<file path="src/rtl/chan_ctrl_pkg.sv">
// Shared definitions for the channelizer reconfiguration controller:
// state encoding, legal FFT size bounds and the power-up size.
package chan_ctrl_pkg;

    typedef enum logic [2:0] {
        S_RUN,
        S_DRAIN,
        S_RESET,
        S_SETTLE,
        S_CONFIG
    } state_e;

    localparam int unsigned MIN_FFT_SIZE     = 8;
    localparam int unsigned MAX_FFT_SIZE     = 2048;
    localparam int unsigned DEFAULT_FFT_SIZE = 128;

    function automatic int unsigned max3(input int unsigned a, input int unsigned b,
                                         input int unsigned c);
        int unsigned m;
        m = (a > b) ? a : b;
        return (m > c) ? m : c;
    endfunction

endpackage

</file>
<file path="src/rtl/chan_size_decode.sv">
// Maps a 12-bit FFT size to a legality flag (power of two in 8..2048)
// and its log2 for the FFT config word.
module chan_size_decode
    import chan_ctrl_pkg::*;
(
    input  logic [11:0] size,
    output logic        legal,
    output logic [4:0]  nfft
);

    always_comb begin
        nfft = '0;
        // Highest set bit; only meaningful when the size is a single power of two.
        for (int i = 0; i < 12; i++) begin
            if (size[i]) nfft = 5'(i);
        end
        legal = ($countones(size) == 1) && (size >= 12'(MIN_FFT_SIZE)) &&
                (size <= 12'(MAX_FFT_SIZE));
    end

endmodule

</file>
<file path="src/rtl/chan_reconfig_ctrl.sv">
// Sequences a channelizer size change: drain the current frame, pulse the
// datapath reset, let it settle, then send one FFT config beat.
module chan_reconfig_ctrl #(
    parameter int unsigned RESET_CYCLES     = 8,
    parameter int unsigned SETTLE_CYCLES    = 4,
    parameter int unsigned DRAIN_TIMEOUT    = 4096,
    parameter int unsigned DEFAULT_FFT_SIZE = chan_ctrl_pkg::DEFAULT_FFT_SIZE
) (
    input  logic        clk,
    input  logic        aresetn,
    input  logic [11:0] fft_size_req,
    input  logic        frame_done,
    output logic        in_gate,
    output logic        dp_reset,
    output logic        fft_aresetn,
    output logic [11:0] fft_size_out,
    output logic        cfg_tvalid,
    output logic [15:0] cfg_tdata,
    input  logic        cfg_tready,
    output logic        busy,
    output logic        reconfig_done,
    output logic        err_invalid,
    output logic        drain_timeout
);
    import chan_ctrl_pkg::*;

    localparam int unsigned CNT_MAX = max3(RESET_CYCLES, SETTLE_CYCLES, DRAIN_TIMEOUT);
    localparam int unsigned CNT_W   = $clog2(CNT_MAX + 1);

    state_e           state_q, state_d;
    logic [CNT_W-1:0] cnt_q, cnt_d;
    logic [11:0]      size_q, size_d;
    logic [4:0]       nfft_q, nfft_d;
    logic [11:0]      err_val_q, err_val_d;
    logic             err_seen_q, err_seen_d;
    logic             done_d, err_d, tmo_d;
    logic             req_legal, req_change;
    logic [4:0]       req_nfft;

    chan_size_decode u_req_decode (
        .size  (fft_size_req),
        .legal (req_legal),
        .nfft  (req_nfft)
    );

    assign req_change = req_legal && (fft_size_req != size_q);

    always_comb begin
        state_d    = state_q;
        cnt_d      = (cnt_q == CNT_W'(CNT_MAX)) ? cnt_q : cnt_q + 1'b1;
        size_d     = size_q;
        nfft_d     = nfft_q;
        err_val_d  = err_val_q;
        err_seen_d = err_seen_q;
        done_d     = 1'b0;
        err_d      = 1'b0;
        tmo_d      = 1'b0;

        unique case (state_q)
            S_RUN: begin
                cnt_d = '0;
                if (req_change) begin
                    state_d = S_DRAIN;
                end else if (!req_legal && (fft_size_req != size_q) &&
                             !(err_seen_q && (err_val_q == fft_size_req))) begin
                    // Report each distinct bad value once, not every cycle it is held.
                    err_d      = 1'b1;
                    err_seen_d = 1'b1;
                    err_val_d  = fft_size_req;
                end
                if (req_legal) err_seen_d = 1'b0;
            end
            S_DRAIN: begin
                if (frame_done || (cnt_q == CNT_W'(DRAIN_TIMEOUT - 1))) begin
                    state_d = S_RESET;
                    cnt_d   = '0;
                    tmo_d   = !frame_done;
                    if (req_legal) begin
                        size_d = fft_size_req;
                        nfft_d = req_nfft;
                    end
                end
            end
            S_RESET: begin
                if (cnt_q == CNT_W'(RESET_CYCLES - 1)) begin
                    state_d = S_SETTLE;
                    cnt_d   = '0;
                end
            end
            S_SETTLE: begin
                if (cnt_q == CNT_W'(SETTLE_CYCLES - 1)) begin
                    state_d = S_CONFIG;
                    cnt_d   = '0;
                end
            end
            S_CONFIG: begin
                if (cfg_tvalid && cfg_tready) begin
                    done_d  = 1'b1;
                    cnt_d   = '0;
                    // A request that arrived mid-sequence restarts without reopening the gate.
                    state_d = req_change ? S_DRAIN : S_RUN;
                end
            end
            default: begin
                state_d = S_RESET;
                cnt_d   = '0;
            end
        endcase
    end

    always_ff @(posedge clk or negedge aresetn) begin
        if (!aresetn) begin
            state_q       <= S_RESET;
            cnt_q         <= '0;
            size_q        <= 12'(DEFAULT_FFT_SIZE);
            nfft_q        <= 5'($clog2(DEFAULT_FFT_SIZE));
            err_val_q     <= '0;
            err_seen_q    <= 1'b0;
            in_gate       <= 1'b0;
            dp_reset      <= 1'b1;
            fft_aresetn   <= 1'b0;
            cfg_tvalid    <= 1'b0;
            cfg_tdata     <= {11'b0, 5'($clog2(DEFAULT_FFT_SIZE))};
            busy          <= 1'b1;
            reconfig_done <= 1'b0;
            err_invalid   <= 1'b0;
            drain_timeout <= 1'b0;
        end else begin
            state_q       <= state_d;
            cnt_q         <= cnt_d;
            size_q        <= size_d;
            nfft_q        <= nfft_d;
            err_val_q     <= err_val_d;
            err_seen_q    <= err_seen_d;
            in_gate       <= (state_d == S_RUN);
            dp_reset      <= (state_d == S_RESET);
            fft_aresetn   <= (state_d != S_RESET);
            cfg_tvalid    <= (state_d == S_CONFIG);
            cfg_tdata     <= {11'b0, nfft_d};
            busy          <= (state_d != S_RUN);
            reconfig_done <= done_d;
            err_invalid   <= err_d;
            drain_timeout <= tmo_d;
        end
    end

    assign fft_size_out = size_q;

endmodule
</file>
<file path="config.mk">
export PLATFORM = sky130hd
export DESIGN_NAME = chan_reconfig_ctrl
export DESIGN_NICKNAME = d
export VERILOG_FILES = /design/src/rtl/chan_ctrl_pkg.sv /design/src/rtl/chan_size_decode.sv /design/src/rtl/chan_reconfig_ctrl.sv
export SDC_FILE = /design/constraint.sdc
export NUM_CORES = 1
export LEC_CHECK = 0
export ABC_AREA = 1
export ABC_CLOCK_PERIOD_IN_PS = 1600
export CAP_MARGIN = 20
export CORE_ASPECT_RATIO = 0.7
export CORE_MARGIN = 5
export CORE_UTILIZATION = 35
export DETAILED_ROUTE_END_ITERATION = 8
export SLEW_MARGIN = 20
export SYNTH_ARGS = -nofsm -noshare
export SYNTH_HDL_FRONTEND = slang
export SYNTH_HIERARCHICAL = 1
export SYNTH_SLANG_ARGS = --single-unit
</file>
<file path="constraint.sdc">
create_clock -name clk -period 1.6 [get_ports clk]
set_input_delay 0.32 -clock clk [delete_from_list [all_inputs] [get_ports clk]]
set_output_delay 0.32 -clock clk [all_outputs]
set_load 0.02 [all_outputs]
</file>
==> flow_summary.json, run 1 <==
{
  "outcome": "complete, but fails checks",
  "violations": "setup timing",
  "n_antenna_cell": 0,
  "via_per_inst": 4.81,
  "die_h_um": 94.5,
  "rows": 30,
  "power-per-cell-area_nw_per_um2": 1230,
  "wl_um": 10400,
  "drive_above_1_share": 0.314,
  "vias": 3486,
  "cp_data_arrival_time_ps": 4390,
  "cp-end-kind": "flop",
  "seq_area_frac_synth": 0.381,
  "ant_nets": 0,
  "yosysTopAreaCell": "dfrtp_1",
  "ys_warn_count": 6,
  "die_w_um": 131,
  "seq_area_um2": 1360,
  "irDropWorstVdd_v": 0.000686,
  "cpPeakStageDelay_ps": 540,
  "cp_max_fo": 4,
  "cts_buffers": 5,
  "io_buffers": 40,
  "dp_hpwl_um": 7020,
  "fin_nets": 637,
  "core_um2": 9830,
  "worstPathRequired_ps": 1830,
  "clk_latency_ps": 300,
  "io_pins": 52,
  "synth_top_area_share": 0.329,
  "cts.sinks": 54,
  "dieArea_um2": 12400,
  "htree_num_levels": 2,
  "clockRootBuffer": "clkbuf_16",
  "timing.setup.tns_ps": -89760,
  "start_kind": "primary input",
  "gr-total-overflow": 0,
  "wl_per_cell_um": 14.4,
  "gp_congestion": 0.847,
  "drt-initial-drc-count": 185,
  "setup_viol": 48,
  "clkTransAtPathRegs_ps": 70,
  "finalCritPeriodShare": 2.60,
  "final_max_slew_viol_count": 0,
  "drv_cap": 0,
  "drtPass1Iterations": 5,
  "grtUsageTotal": 0.173,
  "grt_start_max_net_pins": 55,
  "syn_avg_cell_area_um2": 7.68,
  "clk_path_buf_depth": 2,
  "grt_antenna_before_repair": 0,
  "ys_seq_elements": 54,
  "final_cell_mix": "nand2_1 (116), buf_4 (80), inv_1 (53), dfrtp_1 (47), nor2_1 (37)",
  "final_common_cell": "nand2_1",
  "muxShareOfSynthArea": 0,
  "syn2layout_area_growth_pct": 46.4,
  "pre_cts_ws_ps": -3400,
  "finalCriticalPeriod_ps": 4160,
  "synth_top_family_by_area": "simple AND/OR/NAND/NOR gates",
  "hold_class": "primary input to asynchronous set/reset pin",
  "synth.distinct_cells": 32,
  "skew_ps": 8.00,
  "post_synth_xor_area_fraction": 0.0466,
  "crit_chain": "buf_8 > inv_4 > fa_1 > inv_2 > ha_4 > ha_4 > inv_2 > fa_1 > fa_1 > inv_2 > ha_4 > fa_2 > nor2_2 > nand4_1 > a21oi_1 > nand2_1 > nor2_4 > buf_4 > buf_6 > nor2_4 > buf_4 > nand4_1 > nand2_2",
  "critPathSlowestCell": "fa_1",
  "synth_top_cells_by_area": "dfrtp_1 (33%), nand2_1 (14%), ha_1 (6.7%)",
  "drc": 0,
  "tritoncts": "done",
  "start_util": 0.363,
  "finalHoldViolations": 0,
  "synth_compound_area_frac": 0.0578,
  "synthCells": 465,
  "setup_ws_ps": -2560,
  "first_global_vias": 3349,
  "syn_area_um2": 3570,
  "multiInputGateArea_um2": 2150,
  "timing.fmax_mhz": 240,
  "grt_pass1_wl_um": 16700,
  "rsz0062_at_grt": "true",
  "hold_buffers": 0,
  "total_leakage_power_uw": 0.00275,
  "fillers": 894,
  "criticalPathCategory": "primary input to flop",
  "synth_fa_ha_area_frac": 0.106,
  "synth-simple-area-share": 0.297
}
==> report_power, final <==
| group | internal, uW | leakage [uW] | switching (uW) |
|---|---|---|---|
| sequential | 1780 | 0.000690 | 258 |
| combinational | 1350 | 0.00197 | 1750 |
| clock | 783 | 0.0000841 | 495 |
==> final timing paths <==
check | startpoint | end | slack [ps] | cells after the start
setup reg to reg | fft_size_out[7] | fft_aresetn | -260 | 8
setup / recovery | fft_size_req[0] | err_val_q[6] | -2560 | 23
hold / removal | aresetn | fft_size_out[11] | 5 | 2
hold reg to reg | cfg_tdata[2] | cfg_tdata[2] | 460 | 2
min in group clk | fft_size_req[0] | err_val_q[0] | 430 | 4
max in group asynchronous | aresetn | dp_reset | 1280 | 2
==> layout make-up <==
class	count	area share
clock buffers	7	0.0273
clock inverters	1	0.00574
inverters	67	0.0500
multi-input cells	338	0.411
flip-flops and latches	54	0.260
well taps	128	0.0306
repair buffers	129	0.215
==> synthesized netlist by cell type <==
master / n
xnor2_1: 11
buf_4: 12
o211ai_1: 1
o21ai_2: 9
a21oi_1: 3
nand2_2: 5
a41oi_1: 1
fa_1: 7
a21boi_4: 1
clkbuf_1: 3
a211oi_1: 1
o21ai_0: 10
conb_1: 2
nor3_1: 10
a21boi_0: 2
buf_2: 3
ha_1: 19
o21ai_1: 1
nand2_1: 135
inv_1: 61
dfstp_2: 7
inv_2: 6
nand2_4: 1
xor2_1: 8
nand3b_1: 1
nand3_1: 27
nor3_4: 1
dfrtp_1: 47
buf_6: 2
nand4_1: 17
nor2_1: 50
nand3_2: 1
==> sequential cells by signal, indices dropped and copies added, names as in the netlist <==
signal	cells
err_val_q	12
busy	1
state_q	3
dp_reset	1
err_invalid	1
cnt_q	13
cfg_tvalid	1
reconfig_done	1
drain_timeout	1
fft_size_out	12
in_gate	1
cfg_tdata	5
fft_aresetn	1
err_seen_q	1
==> critical path: cells and delay by family <==
family	cells	cell delay, ps
adder cells (fa/ha/maj)	7	2610
AND/OR/NAND/NOR	7	720
buffers and inverters	8	680
AO/OA/AOI/OAI	1	50
==> routing by layer <==
layer	GRT usage	routed length (um)
met5	0	0
met3	0.0469	908
met4	0.0385	100
met1	0.256	4900
met2	0.252	4500
==> logic make-up after synthesis <==
family	count (synthesis)
simple gates	248
buf+inv	87
flops	54
compound gates	29
fa+ha+maj	26
xor+xnor	19
other cells	2
==> through the flow <==
step	cells	total power, uW	hold slack (ps)	cell area [um2]	util
2_1_floorplan	475	3630	24.4	3650	-
4_1_cts	722	6250	25.1	5130	0.521
3_3_place_gp	703	4560	337	4670	0.474
5_1_grt	724	6860	33.0	5230	0.532
3_5_place_dp	703	4640	339	4670	0.474
6_report	724	6410	4.53	5230	0.532
==> timing repair <==
| item | CTS | global route |
|---|---|---|
| endpoints found under the setup margin | 66 | 53 |
| gates resized for setup | 90 | 33 |
| gates cloned | 5 | 0 |
| pin swaps | 26 | 16 |
| hold endpoints to repair | 0 | 0 |
| setup buffers | 6 | 3 |
Power figures use the tool's default switching activity.
==> inputs of run 2 (changes only) <==
--- a/config.mk
+++ b/config.mk
@@ -14,2 +14,3 @@
 export DETAILED_ROUTE_END_ITERATION = 8
+export RECOVER_POWER = 25
 export SLEW_MARGIN = 20
--- a/constraint.sdc
+++ b/constraint.sdc
@@ -3,2 +3,2 @@
 set_output_delay 0.32 -clock clk [all_outputs]
-set_load 0.02 [all_outputs]
+set_load 0.1 [all_outputs]
==> run 2 against run 1 <==
Maximum frequency grew 2.8%. The run still ends with setup timing left. Worst hold slack improved by 420 ps. Highest routed layer unchanged. Cell count rose by 0.28%.
==> flow_summary.json, run 2 (synthesized netlist as in run 1, its figures left out) <==
{
  "largest_reg_flops": 13,
  "start_kind": "primary input",
  "grtUsageTotal": 0.164,
  "cp_data_arrival_time_ps": 4240,
  "clkTransAtPathRegs_ps": 70,
  "syn2layout_area_growth_pct": 51.9,
  "clk_path_buf_depth": 2,
  "setup_viol": 42,
  "core_um2": 9830,
  "start_util": 0.363,
  "irDropWorstVdd_v": 0.00169,
  "clk_latency_ps": 290,
  "gp_congestion": 0.882,
  "pre_cts_ws_ps": -3370,
  "regMostFlops": "cnt_q",
  "final_common_cell": "nand2_1",
  "tritoncts": "done",
  "cp_max_fo": 13,
  "outcome": "complete, but fails checks",
  "drt-initial-drc-count": 195,
  "tightest_slew_ps": 1380,
  "vias": 3401,
  "cp_top_family": "adder cells",
  "drv_cap": 0,
  "cp.buffers_inverters": 7,
  "final_max_slew_viol_count": 0,
  "via_per_inst": 4.68,
  "rsz0062_at_grt": "true",
  "total_power_uw": 7860,
  "n_antenna_cell": 0,
  "finalCritPeriodShare": 2.53,
  "finalCriticalPeriod_ps": 4050,
  "crit_chain": "buf_8 > inv_4 > fa_1 > inv_1 > ha_2 > ha_4 > inv_2 > fa_1 > fa_1 > inv_2 > ha_4 > fa_2 > nor2_2 > nand4_1 > a21oi_1 > nand2_1 > nor2_4 > buf_6 > buf_4 > nand2_8 > nand2_1 > o21ai_2",
  "gr-total-overflow": 0,
  "first_global_vias": 3292,
  "rows": 30,
  "critPathSlowestCell": "fa_1",
  "final_cell_mix": "nand2_1 (121), buf_4 (86), inv_1 (54), dfrtp_1 (45), nor2_1 (27)",
  "drc": 0,
  "grt_pass1_wl_um": 16000,
  "io_buffers": 40,
  "cpPeakStageDelay_ps": 530,
  "power-per-cell-area_nw_per_um2": 1450,
  "violations": "setup timing",
  "drive_above_1_share": 0.366,
  "cts.sinks": 54,
  "wl_um": 10100,
  "cts_buffers": 5,
  "grt_antenna_before_repair": 0,
  "clockRootBuffer": "clkbuf_16",
  "ant_nets": 0,
  "dieArea_um2": 12400,
  "cp-end-kind": "flop",
  "timing.fmax_mhz": 247,
  "total_leakage_power_uw": 0.00272,
  "worstPathRequired_ps": 1790,
  "slew_headroom": 0.0823,
  "setup_ws_ps": -2450,
  "fin_nets": 639,
  "criticalPathCategory": "primary input to flop",
  "hold_class": "primary input to asynchronous set/reset pin",
  "wl_per_cell_um": 13.9,
  "die_w_um": 131,
  "htree_num_levels": 2,
  "finalHoldViolations": 0,
  "critPathMostFrequentCell": "fa_1",
  "drtPass1Iterations": 5,
  "dp_hpwl_um": 7160,
  "grt_start_max_net_pins": 55,
  "io_pins": 52,
  "skew_ps": 6.60,
  "die_h_um": 94.5
}
## run 2: cell types whose count changed in the layout (fill, tap and decap cells not counted), sizes merged
| cell | delta |
|---|---|
| clkbuf | +1 |
| bufinv | -1 |
| dlygate4sd2 | -17 |
| nand2 | -2 |
| clkdlybuf4s50 | -4 |
| buf | +28 |
| dlymetal6s2s | -3 |
## run 2: path summary, 6_finish.rpt
kind | slack, ps | to | depth (start not counted) | from
worst max-delay path | -2450 | fft_size_out[1] | 22 | fft_size_req[1]
worst min-delay path | 420 | fft_size_out[11] | 2 | aresetn
worst max register to register | -180 | fft_aresetn | 8 | fft_size_out[7]
worst min register to register | 480 | err_val_q[5] | 2 | err_val_q[5]
max in group asynchronous | 250 | cfg_tvalid | 2 | aresetn
min in group clk | 460 | err_val_q[0] | 4 | fft_size_req[0]
## run 2: area by class of cell
type | instances | area, um2
repair buffers | 133 | 1380
well taps | 128 | 160
clock buffers | 8 | 136
flip-flops and latches | 54 | 1360
fillers | 883 | 4410
inverters | 67 | 264
multi-input cells | 336 | 2120
## run 2: power breakdown
group          leakage [uW]  total [uW]  switching [uW]  internal (uW)
logic               0.00197        4700            2870           1830
clock network     0.0000652        1070             488            584
registers          0.000687        2090             307           1780
## run 2: metrics by stage
step           instances  area (um2)  utilization  TNS (ps)  hold slack [ps]
6_report             726        5430        0.552    -87050              422
5_1_grt              726        5430        0.552    -93460              459
4_1_cts              722        5270        0.536    -88240             30.9
3_5_place_dp         705        4930        0.502   -118620              340
3_3_place_gp         705        4930        0.502   -116940              337
2_1_floorplan        475        3660            -    -84040             24.4
## run 2: what timing repair did
action / in CTS / in global routing
hold buffers: 0 / 0
setup buffers: 5 / 5
setup endpoints to repair: 48 / 50
resized for setup: 51 / 48
gates cloned: 4 / 0
pin swaps: 20 / 16
## run 2: routing by layer
layer | up-vias | share of wire | track usage
met1 | 1609 | 0.50 | 0.249
met4 | 0 | 0.0080 | 0.0368
met5 | - | 0 | 0
li1 | 1694 | - | -
met2 | 91 | 0.44 | 0.239
met3 | 7 | 0.060 | 0.0339
